## config.mk

```make
export PLATFORM = sky130hd
export DESIGN_NAME = snoop_responder
export DESIGN_NICKNAME = d
export VERILOG_FILES = /design/src/rtl/cpu_types_pkg.sv /design/src/rtl/snoop_responder.sv
export SDC_FILE = /design/constraint.sdc
export NUM_CORES = 1
export LEC_CHECK = 0
export CAP_MARGIN = 25
export CORE_MARGIN = 4
export CORE_UTILIZATION = 29
export DETAILED_ROUTE_END_ITERATION = 7
export GPL_TIMING_DRIVEN = 0
export PLACE_DENSITY_LB_ADDON = 0.25
export SYNTH_ARGS = -nofsm -noshare
export SYNTH_HDL_FRONTEND = slang
export SYNTH_SLANG_ARGS = --single-unit
```

## constraint.sdc

```tcl
create_clock -name CLK -period 4.2 [get_ports CLK]
set_clock_uncertainty 0.05 [all_clocks]
set_input_delay 0.84 -clock CLK [delete_from_list [all_inputs] [get_ports CLK]]
set_output_delay 0.84 -clock CLK [all_outputs]
set_load 0.02 [all_outputs]
```

## src/rtl/cpu_types_pkg.sv

```systemverilog
// Shared CPU-side types: machine word, data-cache address split, MSI
// coherence state and the snoop responder's FSM encoding.
package cpu_types_pkg;

    typedef logic [31:0] word_t;

    // Data cache geometry: direct-mapped, two words per block.
    localparam int DC_SETS = 8;
    localparam int DC_IW   = $clog2(DC_SETS);
    localparam int DC_TAGW = 32 - DC_IW - 3;

    typedef enum logic [1:0] {
        I = 2'b00,
        S = 2'b01,
        M = 2'b10
    } msi_t;

    typedef struct packed {
        logic [DC_TAGW-1:0] tag;
        logic [DC_IW-1:0]   idx;
        logic               blkoff;
        logic [1:0]         bytoff;
    } dcache_addr_t;

    typedef enum logic [1:0] {
        SN_IDLE = 2'b00,
        SN_WB0  = 2'b01,
        SN_WB1  = 2'b10
    } snoop_state_t;

endpackage

```

## src/rtl/snoop_responder.sv

```systemverilog
// Cache-side coherence agent: answers controller snoops against the dcache
// tag/MSI table, writes back Modified blocks word by word and downgrades or
// invalidates the snooped set. The table is also the dcache's own tag store.
module snoop_responder
    import cpu_types_pkg::*;
#(
    parameter int SETS = DC_SETS,
    parameter int IW   = $clog2(SETS),
    parameter int TW   = 32 - IW - 3
) (
    input  logic          CLK,
    input  logic          nRST,
    input  logic          ccwait,
    input  logic          ccinv,
    input  logic [31:0]   ccsnoopaddr,
    input  logic          dwait,
    output logic          dWEN,
    output logic [31:0]   daddr,
    output logic [31:0]   dstore,
    output logic          snoop_busy,
    output logic [IW-1:0] rd_idx,
    input  logic [31:0]   rd_data0,
    input  logic [31:0]   rd_data1,
    input  logic [IW-1:0] lk_idx,
    output logic [TW-1:0] lk_tag,
    output logic [1:0]    lk_state,
    input  logic          upd_en,
    input  logic [IW-1:0] upd_idx,
    input  logic [TW-1:0] upd_tag,
    input  logic [1:0]    upd_state
);

    snoop_state_t  state_reg, state_next;
    logic          inv_reg;
    logic [IW-1:0] idx_reg;
    logic [TW-1:0] tag_reg;

    logic [TW-1:0] tag_tbl   [SETS];
    msi_t          state_tbl [SETS];

    // Snooped address split; the low three bits are irrelevant to a lookup.
    logic [TW-1:0] snp_tag;
    logic [IW-1:0] snp_idx;
    logic          unused_bits;
    assign snp_tag     = ccsnoopaddr[31:IW+3];
    assign snp_idx     = ccsnoopaddr[IW+2:3];
    assign unused_bits = ^ccsnoopaddr[2:0];

    logic snp_hit, snp_start_wb, snp_s_inv, wb_commit;
    assign snp_hit      = (tag_tbl[snp_idx] == snp_tag) && (state_tbl[snp_idx] != I);
    assign snp_start_wb = (state_reg == SN_IDLE) && ccwait && snp_hit && (state_tbl[snp_idx] == M);
    assign snp_s_inv    = (state_reg == SN_IDLE) && ccwait && snp_hit && (state_tbl[snp_idx] == S) && ccinv;
    assign wb_commit    = (state_reg == SN_WB1) && !dwait;

    // FSM state and latched snoop context.
    always_ff @(posedge CLK or negedge nRST) begin
        if (!nRST) begin
            state_reg <= SN_IDLE;
            inv_reg   <= 1'b0;
            idx_reg   <= '0;
            tag_reg   <= '0;
        end else begin
            state_reg <= state_next;
            if (snp_start_wb) begin
                inv_reg <= ccinv;
                idx_reg <= snp_idx;
                tag_reg <= snp_tag;
            end
        end
    end

    // Next state: each writeback word advances only when the controller accepts it.
    always_comb begin
        state_next = state_reg;
        case (state_reg)
            SN_IDLE: if (snp_start_wb) state_next = SN_WB0;
            SN_WB0:  if (!dwait)       state_next = SN_WB1;
            SN_WB1:  if (!dwait)       state_next = SN_IDLE;
            default:                   state_next = SN_IDLE;
        endcase
    end

    // Bus outputs: dWEN held through both words so the controller sees one phase.
    always_comb begin
        dWEN   = 1'b0;
        daddr  = '0;
        dstore = '0;
        case (state_reg)
            SN_WB0: begin
                dWEN   = 1'b1;
                daddr  = {tag_reg, idx_reg, 1'b0, 2'b00};
                dstore = rd_data0;
            end
            SN_WB1: begin
                dWEN   = 1'b1;
                daddr  = {tag_reg, idx_reg, 1'b1, 2'b00};
                dstore = rd_data1;
            end
            default: ;
        endcase
    end

    assign snoop_busy = ccwait || (state_reg != SN_IDLE);
    assign rd_idx     = (state_reg == SN_IDLE) ? snp_idx : idx_reg;
    assign lk_tag     = tag_tbl[lk_idx];
    assign lk_state   = state_tbl[lk_idx];

    // Per-set table entries; a snoop state change beats a dcache update.
    generate
        for (genvar gi = 0; gi < SETS; gi++) begin : g_set
            logic sel_commit, sel_sinv, sel_upd;
            assign sel_commit = wb_commit && (idx_reg == IW'(gi));
            assign sel_sinv   = snp_s_inv && (snp_idx == IW'(gi));
            assign sel_upd    = upd_en && (upd_idx == IW'(gi));

            // Entry register for set gi.
            always_ff @(posedge CLK or negedge nRST) begin
                if (!nRST) begin
                    tag_tbl[gi]   <= '0;
                    state_tbl[gi] <= I;
                end else if (sel_commit) begin
                    state_tbl[gi] <= inv_reg ? I : S;
                end else if (sel_sinv) begin
                    state_tbl[gi] <= I;
                end else if (sel_upd) begin
                    tag_tbl[gi]   <= upd_tag;
                    state_tbl[gi] <= msi_t'(upd_state);
                end
            end
        end
    endgenerate

endmodule

```

# Word-level counts from Yosys, hierarchy flattened
# Cells that the tools add are included.
# Widths: inputs -> output; s select.
# classes
bitwise_logic	18
muxes	45
n_shift	0
div_mod_pow	0
mul	0
order_cmp	2
reduce_logical	57
n_eq_ne	29
add_sub_neg	0
# ops
operator	count
$bmux 26 s3	2
$pmux 32 s2	2
$mux 26	4
$mux 2	31
$eq 3x3->1 const B	12
$logic_and 1x1->1	31
$reduce_and 3->1	9
$eq 26x26->1	1
$reduce_bool 3->1	8
$eq 3x2->1 const B	6
$not 1->1	16
$bmux 2 s3	2
$eq 3x1->1 const B	3
$logic_not 3->1	3
$ge 4x4->1 const B	2
$not 3->4	2
$ne 2x2->1 const B	3
$pmux 2 s3	1
$eq 2x1->1 const B	2
$eq 2x2->1 const B	2
$reduce_bool 2->1	2
$mux 3	1
$logic_not 2->1	1
$mux 1	2
3 further kinds	3
# word_totals
memories	0
word_cells	171
in_bits	136
latchBits	0
register_bits	256
mem_bits_rw	0
out_inout_bits	97
mem_bits_ro	0

# Logic depth before layout (Yosys ltp)
# depth
ltp_word	12
mapped_depth	15
mapped_depth_nobuf	8

# Least setup slack after synthesis
# No wires, ideal clock.
# synth_timing
path_type	input -> register
start	input port ccsnoopaddr[3]
end	register tag_tbl[110] (netlist name)
stages	14
n_path_buf	6
slack_ps	541
arrival_time_ps	3484
setup_time_ps	125
t_required_ps	4025
path_cell_list	buf_6 buf_12 buf_12 buf_8 mux4_2 mux2i_1 xor2_1 nand4_1 nor4_2 nand3_1 o21a_1 buf_6 buf_12 mux2_4
# synth_between
elab_chain_len	12
elab_cells_between_ends	18
classes_between	3 x eq/ne; 6 x mux; 2 x bitwise; 7 x reduce/logical
# synth_lines
item	line	text
from (decl)	snoop_responder.sv:15	input logic [31:0] ccsnoopaddr,
$not 3->4 (not written as such)	snoop_responder.sv:50, snoop_responder.sv:52	
$bmux 26 s3 / $bmux 2 s3 (equally long branches)	snoop_responder.sv:50, snoop_responder.sv:52	
$mux 26 (not written as such) / $mux 2 (equally long branches) (2 in series)	snoop_responder.sv:50, snoop_responder.sv:52	
$eq 26x26->1 / $reduce_bool 2->1 (equally long branches)	snoop_responder.sv:50	assign snp_hit = (tag_tbl[snp_idx] == snp_tag) && (state_tbl[snp_idx] != I);
$logic_and 1x1->1	snoop_responder.sv:50	
$logic_and 1x1->1 (3 in series)	snoop_responder.sv:52	assign snp_s_inv = (state_reg == SN_IDLE) && ccwait && snp_hit && (state_tbl[snp_idx] == S) && ccinv;
$logic_and 1x1->1 *	snoop_responder.sv:113	assign sel_sinv = snp_s_inv && (snp_idx == IW'(gi));
$not 1->1 (no line) *	-	
$reduce_and 3->1 (no line) *	-	
to (signal, indexed assignment)	snoop_responder.sv:126	tag_tbl[gi] <= upd_tag;
to (decl)	snoop_responder.sv:38	logic [TW-1:0] tag_tbl [SETS];
# Mark *: on every way between the ends. The rest lies on a longest branch, timed or not. The select of a mux whose other input is x is not followed.
# A chain may end at the register's enable or synchronous reset.

# Worst setup path in the final report
# layout_timing
start	input port lk_idx[2]
end	output port lk_tag[14]
# layout_between
elab_chain_len	4
# layout_lines
item	line	text
from (decl)	snoop_responder.sv:24	input logic [IW-1:0] lk_idx,
$not 3->4 (not written as such)	snoop_responder.sv:105	assign lk_tag = tag_tbl[lk_idx];
$bmux 26 s3	snoop_responder.sv:105	
$mux 26 (not written as such) (2 in series)	snoop_responder.sv:105	
to (decl)	snoop_responder.sv:25	output logic [TW-1:0] lk_tag,
# No other way between the ends. The select of a mux whose other input is x is not followed.

==> results_tabular.tex <==
\begin{tabular}{lr}
\hline
Metric & Value \\
\hline
\multicolumn{2}{l}{\textbf{Outcome}} \\
\quad Run status & complete, no violations \\
\multicolumn{2}{l}{\textbf{Placed design}} \\
\quad Post-DP HPWL & roughly 40000 um \\
\quad Weighted congestion at the end of routability-driven global placement & 0.814 \\
\quad IO Port Bufs & 224 \\
\quad Pre-CTS setup slack & -1.46 ns \\
\quad Instance area after placement & 18900 um2 \\
\multicolumn{2}{l}{\textbf{Global routing}} \\
\quad Pin count of the biggest net entering global routing & 106 \\
\quad Aggregate global-route resource usage & 0.188 \\
\quad Number of antenna violations at the first check in global routing & 4 \\
\quad Vias in the first global route & $\sim$12000 \\
\quad Leftover overflow at the end of global routing & 0 \\
\quad Global-route wire length before repair & roughly 80000 um \\
\multicolumn{2}{l}{\textbf{Critical path}} \\
\quad Kind of start point of the critical path & input pin \\
\quad Critical Path Sink Type & output pin \\
\quad Internal reg-to-reg setup slack & between 0.7 and 0.8 ns \\
\quad Critical path launch point & lk\_idx[2] \\
\quad Worst R2R Start & state\_reg[0] \\
\quad Critical Path AT & 3.25 ns \\
\quad Critical path fanouts, max & 10 \\
\quad Crit Path Class & input pin to output pin \\
\quad Critical path required time & approximately 3.3 ns \\
\multicolumn{2}{l}{\textbf{Clocking}} \\
\quad Sinks on the clock net & 256 \\
\quad Clock-pin slew on the worst setup and hold paths & around 0.06 ns \\
\quad Quantity of hold-fixing buffers added after cts & 0 \\
\quad Maximum buffer depth of the clock tree & 3 \\
\quad Clock buffer count from CTS & 30 \\
\quad CTS tree & yes \\
\quad Buffer type at the clock tree root & sky130\_fd\_sc\_hd\_\_clkbuf\_16 \\
\quad H-tree levels & 1 \\
\quad Insertion delay to the later sink of the worst-skew pair & 0.58 ns \\
\multicolumn{2}{l}{\textbf{Routing}} \\
\quad Initial DRC Count & roughly 600 \\
\quad Detailed-route wire length & 55900 um \\
\quad Via/cell ratio & approximately 5.3 \\
\quad Routed wire per std cell & 26.5 um \\
\quad Antenna Violating Nets Remaining & 0 \\
\quad Vias after detailed routing & 11200 \\
\quad First-pass iteration count of the detailed router & 4 \\
\quad Remaining routing DRC violations & 0 \\
\multicolumn{2}{l}{\textbf{Layout}} \\
\quad Number of flip-flops under the largest register name & 208 \\
\quad Post-route cell area & 20200 um2 \\
\quad Area growth from synthesis to layout & 28.9\% \\
\quad NumNets Final & 1542 \\
\quad Share of final-layout standard cells stronger than drive strength 1 & 0.357 \\
\quad Final-layout fill cell count & 5014 \\
\multicolumn{2}{l}{\textbf{Power}} \\
\quad Peak supply drop & 0.318 mV \\
\quad Power density cells & 410 nW/um2 \\
\quad P\_leak & just over 8 nW \\
\quad Total Power Consumption & between 8 and 9 mW \\
\multicolumn{2}{l}{\textbf{Timing}} \\
\quad Post-layout min period & 4.14 ns \\
\quad Tightest Pin Transition & 0.917 ns \\
\quad Final worst hold slack & 0.189 ns \\
\quad Hold violation count in the final report & 0 \\
\quad Slew Limit Fails & 0 \\
\quad Fin worst setup slack & 0.0643 ns \\
\quad Top achievable clock speed & 242 MHz \\
\quad Setup repair after global routing missed its margin & no \\
\quad Max-slew headroom at the worst pin & 0.389 \\
\quad Number of endpoints failing setup at the final stage & 0 \\
\quad Final worst path period share & 0.985 \\
\multicolumn{2}{l}{\textbf{Logic synthesis}} \\
\quad Ys async rst share & 1.00 \\
\quad Average cell area after synthesis & 13.9 um2 \\
\quad Share of synthesized area occupied by flip-flops and latches & 0.409 \\
\quad Total of warnings raised by yosys & 0 \\
\quad Post-synthesis instance total & between 1000 and 1500 \\
\quad Synth Flop Type & sky130\_fd\_sc\_hd\_\_dfrtp\_1 \\
\quad \#FFs+latches synth & $\sim$260 \\
\quad Count of flip-flops with a built-in enable after synthesis & 0 \\
\quad Distinct cell type count of the synthesized netlist & 70 \\
\quad Post-Synthesis Cell Area & 15700 um2 \\
\multicolumn{2}{l}{\textbf{Floorplanning}} \\
\quad Overall die width & about 240 um \\
\quad Die outline area & 57800 um2 \\
\quad Count of boundary I/O pins & 233 \\
\quad Core box area & approximately 53000 um2 \\
\quad Die extent in y & approximately 240 um \\
\quad Effective utilization at floorplan & 0.295 \\
\quad Number of rows in the core area & 84 \\
\multicolumn{2}{l}{\textbf{Worst hold path}} \\
\quad Kind of path behind the tightest hold check & input pin to async pin \\
\multicolumn{2}{l}{\textbf{Run}} \\
\quad Max Cap Violations & 0 \\
\hline
\end{tabular}
-- per-stage QoR --
step / std cells / TNS [ns] / util
after floorplan: 1130 / 0 / -
after global placement: 2042 / -2809.56 / 0.354
after detailed placement: 2048 / -360.97 / 0.356
after CTS: 2100 / 0 / 0.378
after global routing: 2110 / 0 / 0.381
final: 2111 / 0 / 0.381
-- power breakdown --
group          leakage (nW)  total [mW]  switching [mW]  internal [mW]
logic                  4.62        2.29           0.942           1.34
clock network         0.493        2.67            1.10           1.57
registers              3.14        3.32           0.372           2.95
-- cells by family after synthesis --
| family | count (synthesis) | share of synthesized area |
|---|---|---|
| buffers and inverters | 93 | 0.0470 |
| and+or+nand+nor | 204 | 0.0780 |
| AOI/OAI and AO/OA | 131 | 0.0637 |
| xor gates and xnor gates | 10 | 0.00559 |
| adders and majority gates | 6 | 0.00479 |
| muxes | 428 | 0.392 |
| DFF | 256 | 0.409 |
| other | 1 | 0.000239 |
-- routing by layer --
layer	track usage	vias up	wire length, um
met1	0.246	5823	24200
met2	0.325	396	26900
li1	-	4866	-
met5	0	-	27
met3	0.0393	65	3830
met4	0.0336	4	1050
-- path summary, 6_finish.rpt --
| path | endpoint | cells after the start |
|---|---|---|
| setup / recovery | lk_tag[14] | 4 |
| hold reg to reg | tag_reg[24] | 1 |
| setup reg to reg | tag_tbl[10] | 11 |
| hold / removal | tag_tbl[89] | 1 |
| max in group asynchronous | tag_tbl[22] | 2 |
| min in group CLK | tag_reg[24] | 1 |
-- layout make-up --
type                       count  area [um2]  share of cell area
inverter                       6        22.5             0.00111
clock buffer                  44         883              0.0437
antenna                        1        2.50            0.000124
timing repair buffer         244        2460               0.122
tap                          688         861              0.0426
multi-input combinational    781        8700               0.430
buffer                        81         758              0.0375
sequential                   256        6410               0.317
clock inverter                10         118             0.00582
-- synth_stat cells (7+ instances only) --
cell type / n / area share
sky130_fd_sc_hd__buf_12: 12 / 0.015
sky130_fd_sc_hd__o22ai_1: 15 / 0.0060
sky130_fd_sc_hd__o21ai_0: 9 / 0.0029
sky130_fd_sc_hd__nand2_1: 34 / 0.0081
sky130_fd_sc_hd__nand4_1: 13 / 0.0052
sky130_fd_sc_hd__mux4_1: 10 / 0.017
sky130_fd_sc_hd__mux2_2: 141 / 0.10
sky130_fd_sc_hd__dfrtp_1: 256 / 0.41
sky130_fd_sc_hd__nor2_1: 12 / 0.0029
sky130_fd_sc_hd__nor2b_1: 38 / 0.015
sky130_fd_sc_hd__a22oi_1: 43 / 0.021
sky130_fd_sc_hd__mux2_4: 130 / 0.12
sky130_fd_sc_hd__a31o_2: 8 / 0.0045
sky130_fd_sc_hd__nand3_1: 10 / 0.0032
sky130_fd_sc_hd__mux2i_1: 44 / 0.028
sky130_fd_sc_hd__nand2b_1: 9 / 0.0036
sky130_fd_sc_hd__buf_6: 18 / 0.013
sky130_fd_sc_hd__a21oi_1: 10 / 0.0032
sky130_fd_sc_hd__and3_1: 13 / 0.0052
sky130_fd_sc_hd__nor3_1: 9 / 0.0029
sky130_fd_sc_hd__mux2_1: 37 / 0.027
sky130_fd_sc_hd__buf_1: 7 / 0.0017
sky130_fd_sc_hd__clkbuf_1: 32 / 0.0077
sky130_fd_sc_hd__and2_1: 31 / 0.012
sky130_fd_sc_hd__buf_4: 10 / 0.0048
sky130_fd_sc_hd__mux4_2: 66 / 0.095
-- critical path, cell delays in order --
cell and delay (ns):
sky130_fd_sc_hd__buf_1 0.66, sky130_fd_sc_hd__clkbuf_1 0.73, sky130_fd_sc_hd__mux2_2 0.44, sky130_fd_sc_hd__clkdlybuf4s50_1 0.55
-- timing repair --
item / in CTS / in global routing
resized for setup: 48 / 22
setup buffers: 2 / 12
pin swaps: 4 / 5
gates cloned: 0 / 0
endpoints found under the hold margin: 0 / 0
endpoints found under the setup margin: 305 / 238
-- layout by cell type (no fill, tap or decap), types with 6 or more instances in the layout --
cell type                         instances
sky130_fd_sc_hd__inv_1                    6
sky130_fd_sc_hd__clkdlybuf4s50_1        220
sky130_fd_sc_hd__a31o_2                   8
sky130_fd_sc_hd__clkbuf_8                 8
sky130_fd_sc_hd__dfrtp_1                256
sky130_fd_sc_hd__clkbuf_16               30
sky130_fd_sc_hd__and2_1                  30
sky130_fd_sc_hd__a21oi_1                 10
sky130_fd_sc_hd__nand4_1                 13
sky130_fd_sc_hd__mux4_1                  10
sky130_fd_sc_hd__buf_2                    8
sky130_fd_sc_hd__nand2_1                 33
sky130_fd_sc_hd__mux2_4                 130
sky130_fd_sc_hd__clkbuf_1                22
sky130_fd_sc_hd__buf_6                   23
sky130_fd_sc_hd__mux2_2                 141
sky130_fd_sc_hd__nor3_1                   9
sky130_fd_sc_hd__nand2b_1                 8
sky130_fd_sc_hd__mux4_2                  66
sky130_fd_sc_hd__and3_1                  13
sky130_fd_sc_hd__buf_4                   19
sky130_fd_sc_hd__o22ai_1                 13
sky130_fd_sc_hd__a22oi_1                 43
sky130_fd_sc_hd__nor2b_1                 38
sky130_fd_sc_hd__and4_1                   6
sky130_fd_sc_hd__mux2i_1                 41
sky130_fd_sc_hd__clkbuf_2                 9
sky130_fd_sc_hd__ha_1                     6
sky130_fd_sc_hd__buf_12                  12
sky130_fd_sc_hd__o21ai_0                  7
sky130_fd_sc_hd__mux2_1                  37
sky130_fd_sc_hd__nand3_1                  8
sky130_fd_sc_hd__nor2_1                  11
No activity file was read; power rests on OpenSTA's default activity.
